<file path="src/rtl/stream_aligner.sv">
// Multi-channel aligning input buffer: one circular FIFO per channel, all channels popped
// together into a registered valid/ready output stage once every channel has a sample.
module stream_aligner #(
    parameter int unsigned DATA_W = 32,
    parameter int unsigned DEPTH  = 16,
    parameter int unsigned NUM_CH = 2,
    parameter int unsigned LVL_W  = $clog2(DEPTH + 1)
) (
    input  logic                     clk_i,
    input  logic                     rst_ni,
    input  logic [NUM_CH*DATA_W-1:0] in_data_i,
    input  logic [NUM_CH-1:0]        in_valid_i,
    input  logic                     overwrite_i,
    input  logic                     flush_i,
    output logic [NUM_CH*DATA_W-1:0] out_data_o,
    output logic                     out_valid_o,
    input  logic                     out_ready_i,
    output logic [NUM_CH-1:0]        full_o,
    output logic [NUM_CH-1:0]        empty_o,
    output logic [NUM_CH*LVL_W-1:0]  level_o,
    output logic [15:0]              drop_cnt_o
);
    localparam int unsigned PTR_W = $clog2(DEPTH);
    localparam int unsigned DROP_SUM_W = $clog2(NUM_CH + 1);
    localparam logic [LVL_W-1:0] LvlFull = LVL_W'(DEPTH);

    logic [DATA_W-1:0] mem_q [NUM_CH][DEPTH];

    logic [PTR_W-1:0] wr_ptr_q [NUM_CH];
    logic [PTR_W-1:0] wr_ptr_d [NUM_CH];
    logic [PTR_W-1:0] rd_ptr_q [NUM_CH];
    logic [PTR_W-1:0] rd_ptr_d [NUM_CH];
    logic [LVL_W-1:0] count_q  [NUM_CH];
    logic [LVL_W-1:0] count_d  [NUM_CH];

    logic [NUM_CH-1:0] push;
    logic [NUM_CH-1:0] ovw;
    logic [NUM_CH-1:0] drop;
    logic              all_avail;
    logic              pop;

    logic                     out_valid_q;
    logic                     out_valid_d;
    logic [NUM_CH*DATA_W-1:0] out_data_q;
    logic [NUM_CH*DATA_W-1:0] out_data_d;

    logic [15:0]           drop_cnt_q;
    logic [15:0]           drop_cnt_d;
    logic [DROP_SUM_W-1:0] drop_num;
    logic [16:0]           drop_sum;

    // Status flags come straight from the registered counts.
    always_comb begin
        full_o  = '0;
        empty_o = '0;
        level_o = '0;
        for (int c = 0; c < NUM_CH; c++) begin
            full_o[c]                  = (count_q[c] == LvlFull);
            empty_o[c]                 = (count_q[c] == '0);
            level_o[c*LVL_W +: LVL_W]  = count_q[c];
        end
    end

    always_comb begin
        all_avail = &(~empty_o);
        pop       = all_avail && (!out_valid_q || out_ready_i) && !flush_i;
    end

    // A full channel still accepts a write when the lockstep pop frees a slot this cycle.
    always_comb begin
        push = '0;
        ovw  = '0;
        drop = '0;
        for (int c = 0; c < NUM_CH; c++) begin
            wr_ptr_d[c] = wr_ptr_q[c];
            rd_ptr_d[c] = rd_ptr_q[c];
            count_d[c]  = count_q[c];
            if (flush_i) begin
                wr_ptr_d[c] = '0;
                rd_ptr_d[c] = '0;
                count_d[c]  = '0;
            end else begin
                if (in_valid_i[c]) begin
                    if (!full_o[c] || pop) begin
                        push[c] = 1'b1;
                    end else begin
                        drop[c] = 1'b1;
                        ovw[c]  = overwrite_i;
                    end
                end
                if (push[c] || ovw[c]) begin
                    wr_ptr_d[c] = wr_ptr_q[c] + PTR_W'(1);
                end
                if (pop || ovw[c]) begin
                    rd_ptr_d[c] = rd_ptr_q[c] + PTR_W'(1);
                end
                count_d[c] = count_q[c] + LVL_W'(push[c]) - LVL_W'(pop);
            end
        end
    end

    always_ff @(posedge clk_i) begin
        for (int c = 0; c < NUM_CH; c++) begin
            if (push[c] || ovw[c]) begin
                mem_q[c][wr_ptr_q[c]] <= in_data_i[c*DATA_W +: DATA_W];
            end
        end
    end

    always_ff @(posedge clk_i) begin
        if (!rst_ni) begin
            for (int c = 0; c < NUM_CH; c++) begin
                wr_ptr_q[c] <= '0;
                rd_ptr_q[c] <= '0;
                count_q[c]  <= '0;
            end
        end else begin
            for (int c = 0; c < NUM_CH; c++) begin
                wr_ptr_q[c] <= wr_ptr_d[c];
                rd_ptr_q[c] <= rd_ptr_d[c];
                count_q[c]  <= count_d[c];
            end
        end
    end

    always_comb begin
        out_valid_d = out_valid_q;
        out_data_d  = out_data_q;
        if (flush_i) begin
            out_valid_d = 1'b0;
        end else if (pop) begin
            out_valid_d = 1'b1;
            for (int c = 0; c < NUM_CH; c++) begin
                out_data_d[c*DATA_W +: DATA_W] = mem_q[c][rd_ptr_q[c]];
            end
        end else if (out_valid_q && out_ready_i) begin
            out_valid_d = 1'b0;
        end
    end

    // Drops from several channels in one cycle add together; the total saturates.
    always_comb begin
        drop_num = '0;
        for (int c = 0; c < NUM_CH; c++) begin
            drop_num = drop_num + DROP_SUM_W'(drop[c]);
        end
        drop_sum   = {1'b0, drop_cnt_q} + 17'(drop_num);
        drop_cnt_d = drop_sum[16] ? 16'hFFFF : drop_sum[15:0];
    end

    always_ff @(posedge clk_i) begin
        if (!rst_ni) begin
            out_valid_q <= 1'b0;
            out_data_q  <= '0;
            drop_cnt_q  <= '0;
        end else begin
            out_valid_q <= out_valid_d;
            out_data_q  <= out_data_d;
            drop_cnt_q  <= drop_cnt_d;
        end
    end

    assign out_valid_o = out_valid_q;
    assign out_data_o  = out_data_q;
    assign drop_cnt_o  = drop_cnt_q;

endmodule

</file>
<file path="config.mk">
export PLATFORM = sky130hd
export DESIGN_NAME = stream_aligner
export DESIGN_NICKNAME = d
export VERILOG_FILES = /design/src/rtl/stream_aligner.sv
export SDC_FILE = /design/constraint.sdc
export NUM_CORES = 1
export LEC_CHECK = 0
export ABC_CLOCK_PERIOD_IN_PS = 6300
export CAP_MARGIN = 20
export CORE_MARGIN = 8
export CORE_UTILIZATION = 50
export CTS_CLUSTER_DIAMETER = 30
export DETAILED_ROUTE_END_ITERATION = 10
export PLACE_DENSITY = 0.67
export SKIP_LAST_GASP = 1
export SLEW_MARGIN = 30
export SYNTH_ARGS = -nofsm -noshare
export SYNTH_HDL_FRONTEND = slang
export SYNTH_SLANG_ARGS = --single-unit
</file>
<file path="constraint.sdc">
create_clock -name clk_i -period 6.3 [get_ports clk_i]
set_input_delay 0.63 -clock clk_i [delete_from_list [all_inputs] [get_ports clk_i]]
set_output_delay 0.63 -clock clk_i [all_outputs]
set_load 0.03 [all_outputs]
</file>
==> impl_metrics.yaml <==
synthesis:
  synthesis.nets: 2126
  synth_area_leaders: "edfxtp_1 (71%), mux4_2 (13%), dfxtp_1 (4.9%)"
  yosysTopAreaCellShare: 0.708
  synth-xor-area-share: 0.00323
  synth_most_common_cell: "edfxtp_1"
  synth_compound_area_frac: 0.0305
  muxShareOfSynthArea: 0.164
  ys_ff_latch: 1131
  syn-instance-count: 2029
  yosysTopAreaCell: "edfxtp_1"
  synthSimpleGateAreaFrac: 0.0227
  synth_adder_area_share: 0.00801
  ys_warn_count: 0
  synth.distinct_cells: 57
  synth_top_family_by_area: "multiplexers"
  synthTopCellsByCount: "edfxtp_1 (1024), mux4_2 (256), mux2i_1 (136), dfxtp_1 (107), nand2_1 (90)"
  synth_flop_cell: "edfxtp_1"
  postSynth.asyncResetShare: 0
  post_synth.cell_area_avg_um2: 21.4
  yosysSeqAreaShare: 0.757
  synth_enable_flop_cells: 1024
  syn_area_um2: 43400
power_and_ir_drop:
  p_leak_uw: 0.0169
  vdd_drop_max_mv: 0.309
  powerDensity_nw_per_um2: 377
routing:
  drtPass1Iterations: 5
  vias_per_cell: 5.79
  drt_iter0_drc: 1786
  final_antenna_net_count: 0
  wl_per_cell_um: 26.2
  wl_um: 96400
  num_vias: 21300
  drc: 0
cts:
  htreeDepth: 4
  holdBufCountCts: 0
  clock_path_buffers: 3
  clock_sinks: 1131
  cts_root_buf: "clkbuf_16"
  cts-resized-gates: 0
  cts_tree: "built"
  clk-insertion-delay-late_ns: 0.78
  post-cts-setup-buffers: 0
  cts_inserted_buffers: 202
  clkTransAtPathRegs_ns: 0.05
placed_design:
  gp_congestion: 0.753
  hpwl_um: 53200
  portBuffers: 165
floorplan:
  die_w_um: 311
  core_um2: 86500
  pin_count: 166
  rows: 108
  initial_core_util: 0.502
  chipHeight_um: 311
  die_area_um2: 96600
global_routing:
  grt_pass1_wl_um: 146000
  grt_max_degree: 132
  gr-total-overflow: 0
  grt_usage: 0.198
  grt_pass1_vias: 23100
  antenna_found_initial: 7
worst_setup_path:
  crit_required_ns: 6.71
  critical_path_class: "flip-flop to flip-flop"
  worstPathMaxFanout: 18
  reg2reg_slack_ns: 2.67
  crit_path_end_kind: "flip-flop"
  worstPathArrival_ns: 4.04
  start_kind: "flip-flop"
timing:
  finClkSkew_ns: 0.0645
  tightest_slew_ns: 1.03
  grt_setup_unrepaired: "false"
  setup_viol: 0
  hold_viol_final: 0
  period_minus_slack_ns: 3.63
  drv_slew: 0
  fmaxAchievable_mhz: 275
  relSlewSlack: 0.311
  min_period_over_period: 0.577
  final.setup.tns_ns: 0
finish:
  nNetsFinal: 2435
  synthToLayoutAreaGrowth_pct: 24.2
  postLayoutCoreUtil: 0.624
  sequential_cell_area_um2: 32900
  nFillCells: 5764
  drive_above_1_share: 0.301
  multi_input_area_um2: 10200
flow_run:
  max_cap_violations: 0
status:
  status: "finished, final reports clean"
min_path:
  hold_path_class: "flip-flop to flip-flop"
[final cells by class]
cell class / instances / area share
antenna: 4 / 0.000186
clock buffer: 231 / 0.0970
clock inverter: 154 / 0.0328
inverter: 27 / 0.00188
multi-input combinational: 759 / 0.188
sequential: 1131 / 0.610
tap: 1155 / 0.0268
timing repair buffer: 217 / 0.0429
[stage by stage]
step	hold WS (ns)	instance area (um^2)	worst slack [ns]	cells	power (uW)
2_1_floorplan	0.475	43400	0.772	2029	9120
3_3_place_gp	0.445	46600	2.03	3278	9550
3_5_place_dp	0.449	46900	2.03	3289	9580
4_1_cts	0.464	53900	2.57	3674	20500
5_1_grt	0.487	53900	2.44	3676	20900
6_report	0.459	54000	2.67	3678	20300
[state kept, by name, indices dropped and copies added, names as in the netlist]
register and flops:
out_valid_o 1, drop_cnt_o 16, rd_ptr_q 8, mem_q 1024
count_q 10, out_data_o 64, wr_ptr_q 8
[per-layer routing]
metal | vias to the layer above | global-route usage | wire [um]
li1 | 9134 | - | -
met5 | - | 0 | 40
met3 | 173 | 0.0473 | 5790
met2 | 671 | 0.331 | 48700
met1 | 11300 | 0.257 | 39500
met4 | 6 | 0.0669 | 2340
[cells by family after synthesis]
| group | Yosys count |
|---|---|
| DFF | 1131 |
| and+or+nand+nor | 203 |
| buffers and inverters | 139 |
| xor gates and xnor gates | 16 |
| AOI/OAI and AO/OA | 122 |
| muxes | 392 |
| adders and majority gates | 26 |
[layout by cell type (no fill, tap or decap), types with 37 or more instances in the layout]
cell / n
nand2_1: 90
mux4_2: 256
clkdlybuf4s50_1: 165
clkbuf_16: 203
mux2i_1: 136
dfxtp_1: 101
clkinv_2: 44
edfxtp_1: 1024
buf_4: 37
o221ai_2: 60
[report_power, final]
group          switching (uW)  total, uW  internal (uW)
sequential               72.2       8360           8290
combinational             627       1070            445
clock                    3770      10900           7110
[final timing paths]
kind         depth (start not counted)      startpoint        endpoint
max reg2reg                          8   count_q[0][7]    mem_q[0][52]
max                                  8   count_q[0][7]    mem_q[0][52]
min                                  2  out_data_o[31]  out_data_o[31]
min reg2reg                          2  out_data_o[31]  out_data_o[31]
[critical path, stage by stage, from the launching register on]
cell	delay, ns
dfxtp_1	0.36
inv_1	0.08
ha_1	0.21
nor4b_2	0.18
or4_4	0.62
inv_2	0.28
o2111ai_1	0.49
nor2_4	0.66
buf_4	0.44
Note: power is estimated with default switching activity, not from simulation.
